### config.mk
export PLATFORM = sky130hd
export DESIGN_NAME = nn_param_writer
export DESIGN_NICKNAME = d
export VERILOG_FILES = /design/src/rtl/nn_pkg.sv /design/src/rtl/nn_param_addr_gen.sv /design/src/rtl/nn_param_writer.sv
export SDC_FILE = /design/constraint.sdc
export NUM_CORES = 1
export LEC_CHECK = 0
export CAP_MARGIN = 10
export CORE_MARGIN = 5
export CORE_UTILIZATION = 40
export DETAILED_ROUTE_END_ITERATION = 6
export PLACE_DENSITY = 0.66
export SLEW_MARGIN = 30
export SYNTH_ARGS = -nofsm -noshare
export SYNTH_HDL_FRONTEND = slang
export SYNTH_SLANG_ARGS = --single-unit
### constraint.sdc
create_clock -name clk -period 1.95 [get_ports clk]
set_input_delay 0.4875 -clock clk [delete_from_list [all_inputs] [get_ports clk]]
set_output_delay 0.4875 -clock clk [all_outputs]
set_load 0.005 [all_outputs]
### src/rtl/nn_pkg.sv
// Shared definitions for the NN parameter memory: writer FSM encoding, parameter
// indices and the address map defaults also used by the NN core.
package nn_pkg;

    typedef enum logic [1:0] {
        StIdle  = 2'd0,
        StLoad  = 2'd1,
        StCheck = 2'd2,
        StError = 2'd3
    } state_e;

    // Positions of the shift/bias words within the 10-word parameter frame
    localparam int unsigned SHIFT_BIAS_1 = 7;
    localparam int unsigned SHIFT_BIAS_2 = 8;
    localparam int unsigned SHIFT_BIAS_3 = 9;

    localparam int unsigned DEF_BASE_ADDR   = 8;
    localparam int unsigned DEF_PAIR_STRIDE = 8;
    localparam int unsigned DEF_PAIR_OFFSET = 4;

endpackage

### src/rtl/nn_param_addr_gen.sv
// Combinational parameter index -> memory address map (pairs of words per row).
module nn_param_addr_gen
    import nn_pkg::*;
#(
    parameter int unsigned ADDRW       = 8,
    parameter int unsigned IDXW        = 4,
    parameter int unsigned BASE_ADDR   = DEF_BASE_ADDR,
    parameter int unsigned PAIR_STRIDE = DEF_PAIR_STRIDE,
    parameter int unsigned PAIR_OFFSET = DEF_PAIR_OFFSET
) (
    input  logic [IDXW-1:0]  idx,
    output logic [ADDRW-1:0] addr
);

    logic [ADDRW-1:0] pair;
    logic [ADDRW-1:0] odd_off;

    // All arithmetic stays in ADDRW bits so out-of-range maps wrap
    always_comb begin
        pair    = ADDRW'(idx >> 1);
        odd_off = idx[0] ? ADDRW'(PAIR_OFFSET) : '0;
        addr    = ADDRW'(BASE_ADDR) + pair * ADDRW'(PAIR_STRIDE) + odd_off;
    end

endmodule

### src/rtl/nn_param_writer.sv
// Writes one checksummed parameter frame from a valid/ready stream into the
// NN parameter RAM and flags the set valid only after a clean frame.
module nn_param_writer
    import nn_pkg::*;
#(
    parameter int unsigned DATAWIDTH   = 32,
    parameter int unsigned ADDRW       = 8,
    parameter int unsigned NUM_WORDS   = 10,
    parameter int unsigned BASE_ADDR   = DEF_BASE_ADDR,
    parameter int unsigned PAIR_STRIDE = DEF_PAIR_STRIDE,
    parameter int unsigned PAIR_OFFSET = DEF_PAIR_OFFSET
) (
    input  logic                 clk,
    input  logic                 resetn,
    input  logic                 start,
    input  logic [DATAWIDTH-1:0] in_data,
    input  logic                 in_valid,
    input  logic                 in_last,
    output logic                 in_ready,
    output logic                 mem_we,
    output logic [ADDRW-1:0]     mem_addr,
    output logic [DATAWIDTH-1:0] mem_wdata,
    output logic                 busy,
    output logic                 done,
    output logic                 params_valid,
    output logic                 err_len,
    output logic                 err_csum,
    output logic [3:0]           word_count
);

    localparam logic [3:0] LAST_IDX = 4'(NUM_WORDS - 1);

    state_e               state_q, state_d;
    logic [DATAWIDTH-1:0] acc_q, acc_d;
    logic [3:0]           wc_q, wc_d;
    logic                 we_q, we_d;
    logic [ADDRW-1:0]     addr_q, addr_d;
    logic [DATAWIDTH-1:0] wdata_q, wdata_d;
    logic                 done_q, done_d;
    logic                 pv_q, pv_d;
    logic                 el_q, el_d;
    logic                 ec_q, ec_d;
    logic [ADDRW-1:0]     beat_addr;
    logic                 beat;

    nn_param_addr_gen #(
        .ADDRW       (ADDRW),
        .IDXW        (4),
        .BASE_ADDR   (BASE_ADDR),
        .PAIR_STRIDE (PAIR_STRIDE),
        .PAIR_OFFSET (PAIR_OFFSET)
    ) u_addr_gen (
        .idx  (wc_q),
        .addr (beat_addr)
    );

    always_comb begin
        in_ready = (state_q == StLoad) || (state_q == StCheck);
        busy     = in_ready;
        // A start in the same cycle aborts the frame, so its beat is dropped
        beat     = in_valid && in_ready && !start;

        state_d = state_q;
        acc_d   = acc_q;
        wc_d    = wc_q;
        we_d    = 1'b0;
        addr_d  = addr_q;
        wdata_d = wdata_q;
        done_d  = 1'b0;
        pv_d    = pv_q;
        el_d    = el_q;
        ec_d    = ec_q;

        if (start) begin
            state_d = StLoad;
            acc_d   = '0;
            wc_d    = '0;
            pv_d    = 1'b0;
            el_d    = 1'b0;
            ec_d    = 1'b0;
        end else begin
            case (state_q)
                StLoad: begin
                    if (beat) begin
                        if (in_last) begin
                            el_d    = 1'b1;
                            state_d = StError;
                        end else begin
                            we_d    = 1'b1;
                            addr_d  = beat_addr;
                            wdata_d = in_data;
                            acc_d   = acc_q ^ in_data;
                            wc_d    = wc_q + 4'd1;
                            if (wc_q == LAST_IDX) state_d = StCheck;
                        end
                    end
                end
                StCheck: begin
                    if (beat) begin
                        if (!in_last) begin
                            el_d    = 1'b1;
                            state_d = StError;
                        end else if (in_data != acc_q) begin
                            ec_d    = 1'b1;
                            state_d = StError;
                        end else begin
                            done_d  = 1'b1;
                            pv_d    = 1'b1;
                            state_d = StIdle;
                        end
                    end
                end
                default: ;
            endcase
        end
    end

    always_ff @(posedge clk or negedge resetn) begin
        if (!resetn) begin
            state_q <= StIdle;
            acc_q   <= '0;
            wc_q    <= '0;
            we_q    <= 1'b0;
            addr_q  <= '0;
            wdata_q <= '0;
            done_q  <= 1'b0;
            pv_q    <= 1'b0;
            el_q    <= 1'b0;
            ec_q    <= 1'b0;
        end else begin
            state_q <= state_d;
            acc_q   <= acc_d;
            wc_q    <= wc_d;
            we_q    <= we_d;
            addr_q  <= addr_d;
            wdata_q <= wdata_d;
            done_q  <= done_d;
            pv_q    <= pv_d;
            el_q    <= el_d;
            ec_q    <= ec_d;
        end
    end

    assign mem_we       = we_q;
    assign mem_addr     = addr_q;
    assign mem_wdata    = wdata_q;
    assign done         = done_q;
    assign params_valid = pv_q;
    assign err_len      = el_q;
    assign err_csum     = ec_q;
    assign word_count   = wc_q;

endmodule
Word-level counts from Yosys, hierarchy flattened. Cells that the tools add are included.

Output and inout bits: 51. Bits in registers: 83. Word-level logic and storage cells: 85. Input bits: 37.

Equality and inequality tests: 11. Bitwise gates (word level): 3. Reductions and logical operators: 16. Add/sub/neg operators: 3. Muxes and demuxes: 42.

Operators by type and width (number): $mux W32 (4); $ne A32 B32 Y1 (1); $xor A32 B32 Y32 (1); $mux W1 (24); $mux W4 (4); $reduce_and A4 Y1 (4); $mux W2 (7); $ne A3 B3 Y1 const B (4); $reduce_bool A2 Y1 (5); $add A7 B3 Y8 (1); $add A4 B6 Y7 const A (1); $reduce_and A5 Y1 (1); $add A4 B1 Y4 const B (1); $eq A4 B4 Y1 const B (1); $ne A2 B2 Y1 const B (2); $ne A4 B3 Y1 const B (1); $pmux W2 S2 (1); $mux W3 (1); $reduce_and A3 Y1 (1); $reduce_bool A3 Y1 (1); $eq A2 B1 Y1 const B (1); $eq A2 B2 Y1 const B (1); $logic_and A1 B1 Y1 (2); $not A1 Y1 (2); other kinds (3) (3).

Depth between registers and ports, before layout.
Depth in word-level cells: 7. Mapped depth: 10. Depth with buffers taken out: 8.

By module. From an unflattened synthesis, not the netlist that was laid out.

Cell total of the unflattened synthesis: 332. Area total of the unflattened synthesis: 4012.6 sq um.

By module, submodules not included: nn_param_writer (times used 1, cells an instance 323, area an instance 3946.3 sq um, sequential area each 2077.0 sq um); nn_param_addr_gen (times used 1, cells an instance 9, area an instance 66.3 sq um, sequential area each 0.0 sq um).

Worst setup path before layout. No wires, ideal clock.

Kind: register to register. Start: register state_q[0]. End: register state_q[0]. Cell stages (with the launch flop): 8. Clock period less this slack: 1.664 ns. Path slack: 0.286 ns. Library setup time: 0.077 ns. Required time: 1.873 ns. Path buffers: 0. Data arrival time: 1.586 ns. Path through: dfrtp_1 -> inv_1 -> ha_1 -> and2b_1 -> o21ai_0 -> a21oi_1 -> mux2_2 -> a21oi_1.

Word-level cells in the longest chain between the ends: 6. Elaborated cells between the ends (all ways): 12. Those cells by class: eq/ne: 5; mux: 2; reduce/logical: 5.

RTL lines: from (decl) (RTL line nn_param_writer.sv:33) `state_e state_q, state_d;`; from (signal assigned) (RTL line nn_param_writer.sv:120) `state_q <= StIdle;`; from (signal assigned) (RTL line nn_param_writer.sv:131) `state_q <= state_d;`; $eq A2 B1 Y1 / $eq A2 B2 Y1 (equally long branches) (RTL line nn_param_writer.sv:58, nn_param_writer.sv:82); $logic_or A1 B1 Y1 (RTL line nn_param_writer.sv:58) `in_ready = (state_q == StLoad) || (state_q == StCheck);`; $logic_and A1 B1 Y1 (2 in a row) (RTL line nn_param_writer.sv:61) `beat = in_valid && in_ready && !start;`; $ne A3 B3 Y1 (no source line); $reduce_and A4 Y1 (no source line).

Parallel ways exist; a longest one is shown, timed or not. A chain may end at the register's enable or synchronous reset.

Final worst setup path.
Start: register wc_q[1], in the netlist word_count[1]. End: output word_count[1].

RTL lines: from (decl) (RTL line nn_param_writer.sv:35) `logic [3:0] wc_q, wc_d;`; from (signal assigned) (RTL line nn_param_writer.sv:133) `wc_q <= wc_d;`; to (decl) (RTL line nn_param_writer.sv:28) `output logic [3:0] word_count`.

No word-level cell between the ends.

==> flow_summary.ini <==
[logic_synthesis]
synthCells = 401
synthDistinctLibCells = 28
seq_area_frac_synth_pct = 53.1
syn_area_um2 = 3770
yosys_warnings = 0
synth_area_per_cell_um2 = 9.39
ys_seq_elements = 80

[timing]
finalSetupViolations = 0
final.setup_skew_ps = 9.47
rsz0062_at_grt = false
period_share_pct = 95.4
setup_slack_ps = 89.1
finalMaxSlewViolations = 0
hold_viol_final = 0
fin_crit_ps = 1860
max_freq_mhz = 537

[hold_path]
worst_hold_path_type = in -> async

[route]
route.detailed.wl_per_inst_um = 14.2
num_vias = 2949
first_pass_iters = 5
wl_mm = 8.91
viasPerCell = 4.70
drt-initial-drc-count = 121
drc = 0
drtAntennaViolNets = 0

[global_routing]
grt_pass1_vias = 3168
grt_pass1_wl_mm = 15.4
antenna_found_initial = 0
grt_max_degree = 81
overflow = 0
grt_use_total_pct = 16.8

[final_layout]
nets = 555
multiInputGateArea_um2 = 1600
diodes = 0
layout_commonest_cell = nand2_1
layout-drive-gt1-share_pct = 11.6
final_area_um2 = 5140
final_cell_mix = nand2_1 (141), clkdlybuf4s50_1 (81), dfrtp_1 (80)
seqCellArea_um2 = 2000
fillerInstances = 852
syn2layout_area_growth_pct = 36.6

[setup_path]
critPathLaunchType = flop
cp_num_buf_inv = 1
cp.arrival_ps = 1370
critical_path_depth = 1
required_ps = 1460
cp_max_fo = 7
slowest_delay_ps = 550
path_delay_family = buffers and inverters
end_kind = output pin
r2r_cells = 7
cp_slowest_cell = clkdlybuf4s50_1
worstPathCellList = clkdlybuf4s50_1
critPathKind = reg -> out

[die]
die_x_um = 107
fp.dieH_um = 107
die_area_um2 = 11500
io_pins = 88
row_count = 35
coreArea_um2 = 9200
initial_utilization_pct = 41.0

[clock_network]
clkSlewWorstSetupHoldPaths_ps = 80
clock_latency_ps = 340
postCtsHoldBufs = 0
cts_tree = built
cts_sinks = 80
cts-root-buf = clkbuf_8
cts_made_buffers = 9
cts.path.max_buffers = 2
cts_max_level = 3

[flow_run]
drv_cap = 0

[pwr]
powerDensity_nw_per_um2 = 977
peakVddDrop_uv = 527
leakage_nw = 2.54

[status]
status = completed

[placement]
dp_slack_ps = -287
placed_cell_area_um2 = 4900
hpwlAfterDp_mm = 6.37
gp_congestion = 0.782
io_buffers = 84
-- metrics by stage --
stage	utilization (%)	power [mW]	setup TNS, ps	std cells	hold slack, ps
6_report	55.9	5.03	0	628	136
3_3_place_gp	53.3	3.75	-1160	611	461
4_1_cts	55.7	5.10	0	627	171
2_1_floorplan	-	2.83	0	403	192
5_1_grt	55.9	5.37	0	628	177
3_5_place_dp	53.3	3.78	-1330	611	466
-- worst register-to-register path, stage by stage (launching register included) --
cell	delay, ps
dfrtp_1	390
inv_2	70
ha_4	200
and2b_1	250
o21ai_0	110
a21oi_1	180
mux2_2	360
a21oi_1	110
-- state kept, by name, summed over array words and instances (netlist names), 2 cells and up --
register	count
state_q	2
mem_wdata	32
word_count	4
mem_addr	5
acc_q	32
-- path summary, 6_finish.rpt --
| check | startpoint | to | slack, ps |
|---|---|---|---|
| max | word_count[1] | word_count[1] | 90 |
| min | resetn | mem_addr[2] | 140 |
| max reg2reg | state_q[0] | state_q[0] | 210 |
| min reg2reg | mem_wdata[16] | mem_wdata[16] | 480 |
| max in group asynchronous | resetn | acc_q[9] | 1450 |
| min in group clk | mem_wdata[16] | mem_wdata[16] | 480 |
-- power by group --
part           switching, mW  leakage [nW]  internal [mW]
clock network          0.580         0.103          0.712
registers              0.224          1.05           2.01
logic                  0.607          1.38          0.891
-- kinds of logic after synthesis --
family | synth area share, %
muxes | 0.299
other | 0.0995
adders and majority gates | 1.66
buffers and inverters | 5.28
AOI/OAI and AO/OA | 1.96
DFF | 53.1
xor gates and xnor gates | 15.8
and+or+nand+nor | 21.8
-- layout make-up --
class | instances | share of cell area (%)
multi-input cells | 294 | 31.1
inverters | 8 | 0.632
clock buffers | 11 | 2.55
well taps | 111 | 2.70
clock inverters | 4 | 1.36
repair buffers | 120 | 22.7
flip-flops and latches | 80 | 38.9
-- synth_stat cells, drive strengths merged --
library cell	instances	area, um^2
conb	1	3.75
mux2	1	11.3
nand2	142	541
nor2	42	158
a22o	1	8.76
nor4	9	56.3
xor2	66	578
nor2b	1	8.76
and2	1	8.76
xnor2	2	17.5
buf	17	151
dfrtp	80	2000
o21ai	7	35.0
ha	5	62.6
clkbuf	4	15.0
and2b	1	7.51
nand3	3	15.0
a21oi	6	30.0
nor3	1	5.00
nand4	2	12.5
nand3b	1	7.51
inv	8	32.5
-- timing repair --
action,CTS,global route
pin swaps,0,1
gates resized for setup,4,3
setup endpoints to repair,2,5
cloned,0,0
buffers inserted,1,1
-- routing by layer --
layer | share of wire (%) | track usage (%) | routed length (um) | vias to the layer above
met2 | 50 | 27.8 | 4440 | 71
met4 | 1.2 | 4.93 | 105 | 0
li1 | - | - | - | 1449
met1 | 44 | 22.3 | 3910 | 1421
met5 | 0 | 0 | 0 | -
met3 | 5.0 | 3.55 | 449 | 8
Power figures use the tool's default switching activity.
